**config.mk**
```make
export PLATFORM = sky130hd
export DESIGN_NAME = cpu_trace_monitor
export DESIGN_NICKNAME = d
export VERILOG_FILES = /design/src/rtl/cpu_trace_monitor.sv
export SDC_FILE = /design/constraint.sdc
export NUM_CORES = 2
export LEC_CHECK = 0
export ABC_CLOCK_PERIOD_IN_PS = 7080
export BUFFER_PORTS_ARGS = -buffer_cell sky130_fd_sc_hd__buf_2
export CORE_ASPECT_RATIO = 0.5
export CORE_MARGIN = 5
export CORE_UTILIZATION = 51
export CTS_CLUSTER_DIAMETER = 40
export DETAILED_ROUTE_END_ITERATION = 10
export HOLD_SLACK_MARGIN = 0.12
export PLACE_DENSITY_LB_ADDON = 0.2
export REMOVE_ABC_BUFFERS = 1
export SKIP_LAST_GASP = 1
export SLEW_MARGIN = 20
export SYNTH_ARGS = -nofsm -noshare
export SYNTH_HDL_FRONTEND = slang
export SYNTH_SLANG_ARGS = --single-unit
```
**constraint.sdc**
```tcl
create_clock -name clk -period 7.08 [get_ports clk]
set_input_delay 0.354 -clock clk [delete_from_list [all_inputs] [get_ports clk]]
set_output_delay 0.354 -clock clk [all_outputs]
set_load 0.005 [all_outputs]
```
**src/rtl/cpu_trace_monitor.sv**
```systemverilog
// ---------------------------------------------------------------------------
// cpu_trace_monitor
//
// Retire-event tracer that sits beside the CPU. It watches the writeback and
// data-memory strobes, merges everything that happens in one cycle into a
// single time-stamped record, and pushes that record into an on-chip FIFO
// that a host/debug reader drains through a valid/ready port. It also keeps
// live cycle/instruction counters, a watchdog and halt detection.
//
// Optional feature (compile-time macro):
//   TRACE_ADDR_FILTER_EN  - when defined, memory events are recorded only for
//                           FILT_LO <= mem_addr <= FILT_HI. When undefined,
//                           every memory event is recorded.
//
// Ports:
//   clk, rst_n     clock, synchronous active-low reset
//   reg_wen        register file write this cycle
//   reg_dest       register index written
//   reg_data       value written to the register
//   mem_ren        data memory read this cycle
//   mem_wen        data memory write this cycle
//   mem_addr       data memory address
//   mem_wdata      data written to memory
//   mem_rdata      data read from memory
//   halt           halt has reached memory/writeback stage
//   trace_valid    FIFO holds at least one record
//   trace_ready    reader accepts the head record
//   trace_data     head record (0 while the FIFO is empty)
//   cycle_count    cycles spent in RUN
//   inst_count     retired instructions
//   halted         sticky, halt seen
//   timed_out      sticky, watchdog fired
//   overflow       sticky, at least one record dropped
//   drop_count     dropped records, saturating at 16'hFFFF
//   state_dbg      current monitor state (0=RUN, 1=HALTED, 2=TIMEOUT)
//
// Handshake: a record transfers on every rising clk edge where
// trace_valid && trace_ready. trace_valid never depends on trace_ready, and
// trace_data stays stable while trace_valid is high and the record has not
// been accepted.
//
// Record layout, MSB to LSB:
//   flags[4:0] = {timeout, halt, mem_w, mem_r, reg_w}
//   stamp[CYC_W-1:0], reg_dest, reg_data, mem_addr, mem_data
// Any field whose flag is clear is zero.
// ---------------------------------------------------------------------------
module cpu_trace_monitor #(
    parameter int DATA_W    = 16,
    parameter int ADDR_W    = 16,
    parameter int REG_IDX_W = 4,
    parameter int DEPTH     = 32,
    parameter int CYC_W     = 32,
    parameter int TIMEOUT   = 100000,
    parameter int FILT_LO   = 0,
    parameter int FILT_HI   = 2**ADDR_W - 1
) (
    input  logic                                                   clk,
    input  logic                                                   rst_n,
    input  logic                                                   reg_wen,
    input  logic [REG_IDX_W-1:0]                                   reg_dest,
    input  logic [DATA_W-1:0]                                      reg_data,
    input  logic                                                   mem_ren,
    input  logic                                                   mem_wen,
    input  logic [ADDR_W-1:0]                                      mem_addr,
    input  logic [DATA_W-1:0]                                      mem_wdata,
    input  logic [DATA_W-1:0]                                      mem_rdata,
    input  logic                                                   halt,
    output logic                                                   trace_valid,
    input  logic                                                   trace_ready,
    output logic [5+CYC_W+REG_IDX_W+DATA_W+ADDR_W+DATA_W-1:0]      trace_data,
    output logic [CYC_W-1:0]                                       cycle_count,
    output logic [CYC_W-1:0]                                       inst_count,
    output logic                                                   halted,
    output logic                                                   timed_out,
    output logic                                                   overflow,
    output logic [15:0]                                            drop_count,
    output logic [1:0]                                             state_dbg
);

    localparam int REC_W = 5 + CYC_W + REG_IDX_W + DATA_W + ADDR_W + DATA_W;
    localparam int PTR_W = $clog2(DEPTH);

    // Watchdog fires in the RUN cycle whose stamp is TIMEOUT-1.
    localparam logic [CYC_W-1:0] WD_LAST = CYC_W'(TIMEOUT - 1);

    // Elaboration-time sanity checks on the configuration.
    if (DEPTH < 2 || (DEPTH & (DEPTH - 1)) != 0) begin : g_bad_depth
        $error("cpu_trace_monitor: DEPTH must be a power of two >= 2");
    end
    if (FILT_LO > FILT_HI) begin : g_bad_filter
        $error("cpu_trace_monitor: FILT_LO must not exceed FILT_HI");
    end

    // -----------------------------------------------------------------------
    // Monitor state machine
    // -----------------------------------------------------------------------
    typedef enum logic [1:0] {
        ST_RUN     = 2'd0,
        ST_HALTED  = 2'd1,
        ST_TIMEOUT = 2'd2
    } state_t;

    state_t state;
    state_t state_nxt;

    logic run;
    logic wd_fire;

    assign run       = (state == ST_RUN);
    // Halt in the same cycle wins over the watchdog.
    assign wd_fire   = run && (cycle_count == WD_LAST) && !halt;
    assign state_dbg = state;

    always_ff @(posedge clk) begin
        if (!rst_n) begin
            state <= ST_RUN;
        end else begin
            state <= state_nxt;
        end
    end

    always_comb begin
        state_nxt = state;
        case (state)
            ST_RUN: begin
                if (halt) begin
                    state_nxt = ST_HALTED;
                end else if (wd_fire) begin
                    state_nxt = ST_TIMEOUT;
                end
            end
            // HALTED and TIMEOUT are left only through reset.
            ST_HALTED:  state_nxt = ST_HALTED;
            ST_TIMEOUT: state_nxt = ST_TIMEOUT;
            default:    state_nxt = ST_RUN;
        endcase
    end

    // -----------------------------------------------------------------------
    // Address filter
    // -----------------------------------------------------------------------
    logic addr_in_range;

`ifdef TRACE_ADDR_FILTER_EN
    localparam logic [ADDR_W-1:0] FILT_LO_A = ADDR_W'(FILT_LO);
    localparam logic [ADDR_W-1:0] FILT_HI_A = ADDR_W'(FILT_HI);
    assign addr_in_range = (mem_addr >= FILT_LO_A) && (mem_addr <= FILT_HI_A);
`else
    assign addr_in_range = 1'b1;
`endif

    // -----------------------------------------------------------------------
    // Record assembly
    // -----------------------------------------------------------------------
    logic              f_reg;
    logic              f_mr;
    logic              f_mw;
    logic              f_halt;
    logic              f_to;
    logic              capture;
    logic [REC_W-1:0]  rec;
    logic [REG_IDX_W-1:0] rec_dest;
    logic [DATA_W-1:0] rec_rdata;
    logic [ADDR_W-1:0] rec_addr;
    logic [DATA_W-1:0] rec_mdata;

    always_comb begin
        f_reg     = reg_wen;
        f_mr      = mem_ren && addr_in_range;
        f_mw      = mem_wen && addr_in_range;
        f_halt    = halt;
        f_to      = wd_fire;
        capture   = run && (f_reg || f_mr || f_mw || f_halt || f_to);

        rec_dest  = f_reg ? reg_dest : '0;
        rec_rdata = f_reg ? reg_data : '0;
        rec_addr  = (f_mr || f_mw) ? mem_addr : '0;
        // A write takes precedence over a read for the data field.
        if (f_mw) begin
            rec_mdata = mem_wdata;
        end else if (f_mr) begin
            rec_mdata = mem_rdata;
        end else begin
            rec_mdata = '0;
        end

        rec = {f_to, f_halt, f_mw, f_mr, f_reg,
               cycle_count, rec_dest, rec_rdata, rec_addr, rec_mdata};
    end

    // -----------------------------------------------------------------------
    // Counters and sticky flags
    // -----------------------------------------------------------------------
    always_ff @(posedge clk) begin
        if (!rst_n) begin
            cycle_count <= '0;
            inst_count  <= '0;
            halted      <= 1'b0;
            timed_out   <= 1'b0;
        end else begin
            if (run) begin
                cycle_count <= cycle_count + 1'b1;
                // A lone memory read is not a retired instruction.
                if (halt || reg_wen || mem_wen) begin
                    inst_count <= inst_count + 1'b1;
                end
            end
            // Set even when the corresponding record is dropped.
            if (run && halt) begin
                halted <= 1'b1;
            end
            if (wd_fire) begin
                timed_out <= 1'b1;
            end
        end
    end

    // -----------------------------------------------------------------------
    // Trace FIFO: pointers carry one extra wrap bit so full and empty are
    // distinguishable when the index bits match.
    // -----------------------------------------------------------------------
    logic [REC_W-1:0] fifo_mem [DEPTH];
    logic [PTR_W:0]   wr_ptr;
    logic [PTR_W:0]   rd_ptr;
    logic             fifo_empty;
    logic             fifo_full;
    logic             pop;
    logic             push_ok;
    logic             drop;

    assign fifo_empty = (wr_ptr == rd_ptr);
    assign fifo_full  = (wr_ptr[PTR_W] != rd_ptr[PTR_W]) &&
                        (wr_ptr[PTR_W-1:0] == rd_ptr[PTR_W-1:0]);

    assign trace_valid = !fifo_empty;
    assign trace_data  = fifo_empty ? '0 : fifo_mem[rd_ptr[PTR_W-1:0]];

    assign pop     = trace_valid && trace_ready;
    // A full FIFO still takes a record when the head leaves in the same cycle.
    assign push_ok = capture && (!fifo_full || pop);
    assign drop    = capture && fifo_full && !pop;

    // Storage needs no reset: reads are gated by the pointers.
    always_ff @(posedge clk) begin
        if (push_ok) begin
            fifo_mem[wr_ptr[PTR_W-1:0]] <= rec;
        end
    end

    always_ff @(posedge clk) begin
        if (!rst_n) begin
            wr_ptr     <= '0;
            rd_ptr     <= '0;
            overflow   <= 1'b0;
            drop_count <= '0;
        end else begin
            if (push_ok) begin
                wr_ptr <= wr_ptr + 1'b1;
            end
            if (pop) begin
                rd_ptr <= rd_ptr + 1'b1;
            end
            if (drop) begin
                overflow <= 1'b1;
                if (drop_count != 16'hFFFF) begin
                    drop_count <= drop_count + 1'b1;
                end
            end
        end
    end

endmodule

```
==> run_summary.xml <==
<?xml version="1.0" encoding="UTF-8"?>
<metrics>
  <group name="place">
    <metric name="dpl_worst_slack" unit="ns">1.74</metric>
    <metric name="place_congestion" unit="">0.801</metric>
    <metric name="dpl.hpwl" unit="mm">155</metric>
    <metric name="port_buffers" unit="">249</metric>
  </group>
  <group name="worst_setup_path">
    <metric name="crit-reg2reg-launch" unit="">cycle_count[2]</metric>
    <metric name="worst-endpoint-arrival" unit="ns">5.41</metric>
    <metric name="criticalPathCategory" unit="">reg2reg</metric>
    <metric name="worst-path-max-fanout" unit="">36</metric>
    <metric name="crit_path_cell_trace" unit="">nor3b_2 -&gt; nand3_1 -&gt; o31ai_2 -&gt; buf_4 -&gt; and3_1 -&gt; nand2_1 -&gt; nor2_4 -&gt; buf_4</metric>
    <metric name="path_common_cell" unit="">buf_4</metric>
    <metric name="cp_slowest_stage_delay" unit="ns">1.01</metric>
    <metric name="setup.worst_path.start_class" unit="">register</metric>
    <metric name="end_kind" unit="">register</metric>
    <metric name="critical_path.startpoint" unit="">cycle_count[2]</metric>
    <metric name="cp_data_required_time" unit="ns">7.51</metric>
    <metric name="critical_path.slowest_cell" unit="">nor2_4</metric>
  </group>
  <group name="clock_tree">
    <metric name="cts-root-buf" unit="">clkbuf_16</metric>
    <metric name="cts.reportedPaths.clkPinSlew" unit="ns">0.07</metric>
    <metric name="cts_resized" unit="">0</metric>
    <metric name="htreeDepth" unit="">5</metric>
    <metric name="clock_tree.buffer_depth" unit="">4</metric>
    <metric name="tritoncts.num_buffers" unit="">274</metric>
    <metric name="cts_tree" unit="">done</metric>
    <metric name="clkLatencyLatePin" unit="ns">0.83</metric>
    <metric name="cts.repair_timing.setup_buffer_count" unit="">0</metric>
    <metric name="cts.sinks" unit="">2950</metric>
  </group>
  <group name="grt">
    <metric name="gr-total-overflow" unit="">0</metric>
    <metric name="grt_pass1_vias" unit="">54000</metric>
    <metric name="grt_pass1_wl" unit="mm">398</metric>
    <metric name="antenna_found_initial" unit="">7</metric>
    <metric name="grt_max_degree" unit="">139</metric>
    <metric name="globalRouteTotalUtil" unit="%">24.0</metric>
  </group>
  <group name="synth">
    <metric name="ys_top_cells_by_area" unit="">edfxtp_1, mux4_2, dfxtp_1</metric>
    <metric name="synthMuxAreaShare" unit="%">17.8</metric>
    <metric name="yosysUniqueCellTypes" unit="">49</metric>
    <metric name="synthesis.instances" unit="">4677</metric>
    <metric name="synth-warning-count" unit="">0</metric>
    <metric name="ys_async_sr_fraction" unit="%">0</metric>
    <metric name="dominantRegCellSynth" unit="">edfxtp_1</metric>
    <metric name="synth-simple-area-share" unit="%">1.76</metric>
    <metric name="synth_top_area_cell" unit="">edfxtp_1</metric>
    <metric name="synth_xor_area_share" unit="%">0.528</metric>
    <metric name="synth_sequential_area_ratio" unit="%">77.7</metric>
    <metric name="synth_adder_area_share" unit="%">0.0888</metric>
    <metric name="netlist.area_leader.share" unit="%">75.9</metric>
    <metric name="synth_top_family_by_area" unit="">multiplexers</metric>
    <metric name="synthesis.area_per_instance" unit="sq um">24.1</metric>
    <metric name="synth-edff-count" unit="">2848</metric>
    <metric name="post_synth_instance_area" unit="sq um">113000</metric>
    <metric name="synth_compound_gate_area_share" unit="%">1.13</metric>
    <metric name="synth-seq-cells" unit="">2950</metric>
  </group>
  <group name="cells_and_area">
    <metric name="layout_commonest_cell" unit="">edfxtp_1</metric>
    <metric name="mostFrequentLayoutCells" unit="">edfxtp_1, mux4_2, clkbuf_16</metric>
    <metric name="multi_input_combinational_cell_area" unit="sq um">24400</metric>
    <metric name="seqCellArea" unit="sq um">87600</metric>
    <metric name="final_nets" unit="">5228</metric>
    <metric name="finish.utilization" unit="%">57.9</metric>
    <metric name="fill_cells" unit="">15600</metric>
    <metric name="drive_above_1_share" unit="%">33.1</metric>
    <metric name="syn2layout_area_growth" unit="%">13.2</metric>
  </group>
  <group name="timing">
    <metric name="final_min_period_over_clock_period" unit="%">70.4</metric>
    <metric name="timing.final.ws_setup" unit="ns">2.10</metric>
    <metric name="finalSetupTns" unit="ns">0</metric>
    <metric name="finalHoldViolCount" unit="">0</metric>
    <metric name="max_freq" unit="GHz">0.201</metric>
    <metric name="clock_skew" unit="ns">0.0469</metric>
    <metric name="worst_max_slew_margin_expressed_relative_to_the_limit" unit="%">24.8</metric>
    <metric name="final_max_slew_viol_count" unit="">0</metric>
    <metric name="rsz_0062_raised_after_global_routing" unit="">false</metric>
    <metric name="timing.final.crit_period" unit="ns">4.98</metric>
    <metric name="worstMarginPinSlew" unit="ns">1.12</metric>
    <metric name="setup-violations-final" unit="">0</metric>
  </group>
  <group name="routing">
    <metric name="drt_pre_antenna_iters" unit="">5</metric>
    <metric name="totalWireLength" unit="mm">277</metric>
    <metric name="num_vias" unit="">53100</metric>
    <metric name="ant_nets" unit="">0</metric>
    <metric name="drt-vias-per-instance" unit="">6.38</metric>
    <metric name="dr.first_iter.drc_count" unit="">6607</metric>
    <metric name="drc_errors" unit="">0</metric>
    <metric name="detail_route.wl_per_cell" unit="um">33.3</metric>
  </group>
  <group name="power">
    <metric name="vdd_ir_drop_max" unit="mV">0.294</metric>
    <metric name="cellLeakagePower" unit="nW">39.2</metric>
    <metric name="power_density" unit="nW/um^2">309</metric>
  </group>
  <group name="floorplanning">
    <metric name="dieHeight" unit="um">342</metric>
    <metric name="chipWidth" unit="um">675</metric>
    <metric name="initial_utilization" unit="%">51.1</metric>
    <metric name="io_pins" unit="">250</metric>
    <metric name="area_of_the_die" unit="sq um">231000</metric>
    <metric name="core_region_area" unit="sq um">221000</metric>
    <metric name="floorplan.rows" unit="">122</metric>
  </group>
  <group name="run_status">
    <metric name="status" unit="">complete, no violations</metric>
  </group>
  <group name="worst_hold_path">
    <metric name="hold_start" unit="">mem_rdata[1]</metric>
    <metric name="holdCritPathClass" unit="">in2reg</metric>
  </group>
  <group name="job">
    <metric name="cap_viol_max_count" unit="">0</metric>
  </group>
</metrics>
[cells by family after synthesis]
group                      count (synthesis)
xor gates and xnor gates                  68
AOI/OAI and AO/OA                        159
DFF                                     2950
adders and majority gates                  8
muxes                                    894
buffers and inverters                    254
and+or+nand+nor                          344
[routing by layer]
metal	GRT usage (%)	vias to the layer above	part of all wire (%)
li1	-	21100	-
met1	37.4	29000	42
met2	36.2	2627	46
met3	4.88	300	9.6
met4	4.23	2	1.6
met5	0	-	0.0040
[power breakdown]
part	switching (mW)	total [mW]	internal, mW	leakage, nW
Sequential	0.128	19.4	19.3	26.6
Clock	6.29	14.5	8.22	4.24
Combinational	2.94	5.55	2.61	8.32
[cell type report]
cell class / count / area share, %
antenna: 2 / 0.00392
sequential: 2950 / 68.6
multi-input combinational: 1473 / 19.1
tap: 2976 / 2.92
clock buffer: 342 / 5.86
timing repair buffer: 437 / 2.55
inverter: 9 / 0.0265
clock inverter: 134 / 0.931
[critical path, delay by kind of cell, from the launching register on]
| family | cells | cell delay [ns] |
|---|---|---|
| buffers and inverters | 2 | 0.85 |
| AO/OA/AOI/OAI | 1 | 0.32 |
| flip-flops | 1 | 0.74 |
| AND/OR/NAND/NOR | 5 | 2.64 |
[repair_timing]
| item | CTS | global route |
|---|---|---|
| hold endpoints to repair | 142 | 32 |
| hold buffers | 6 | 1 |
| endpoints found under the setup margin | 0 | 0 |
[synthesized netlist by cell type (all sizes together) (2+ instances only)]
cell type,n
ha,8
nor2b,26
and4,12
o21ai,22
xnor2,50
mux2i,4
nor4,9
and2,82
buf,106
mux4,890
o31ai,2
xor2,18
a22o,104
clkbuf,139
or3,19
nand4,27
and3,23
nand4b,2
nor3b,3
o21a,6
dfxtp,102
a21boi,21
nor2,41
nor3,14
nand2,42
or3b,2
inv,9
nand3,35
edfxtp,2848
nand3b,2
a31oi,2
[path summary, 6_finish.rpt]
kind / endpoint / slack, ns / depth (start not counted)
setup reg to reg: fifo_mem[8][40] / 2.10 / 8
setup / recovery: fifo_mem[8][40] / 2.10 / 8
hold / removal: fifo_mem[9][1] / 0.17 / 2
hold reg to reg: timed_out / 0.47 / 1
[sequential cells by signal, indices dropped and copies added (netlist names), named ones only]
name,count
state_dbg,2
inst_count,32
wr_ptr,6
timed_out,1
rd_ptr,6
cycle_count,32
overflow,1
fifo_mem,2848
halted,1
drop_count,16
[stage by stage]
step / hold slack [ns] / instances / cell area [sq um] / power (mW)
floorplan: 0.453 / 4432 / 112000 / 24.3
global placement: 0.460 / 7836 / 119000 / 25.4
detailed placement: 0.455 / 7836 / 119000 / 25.4
CTS: 0.124 / 8318 / 128000 / 39.8
global route: 0.137 / 8321 / 128000 / 40.8
finish: 0.166 / 8323 / 128000 / 39.5
Note: power is estimated with default switching activity, not from simulation.
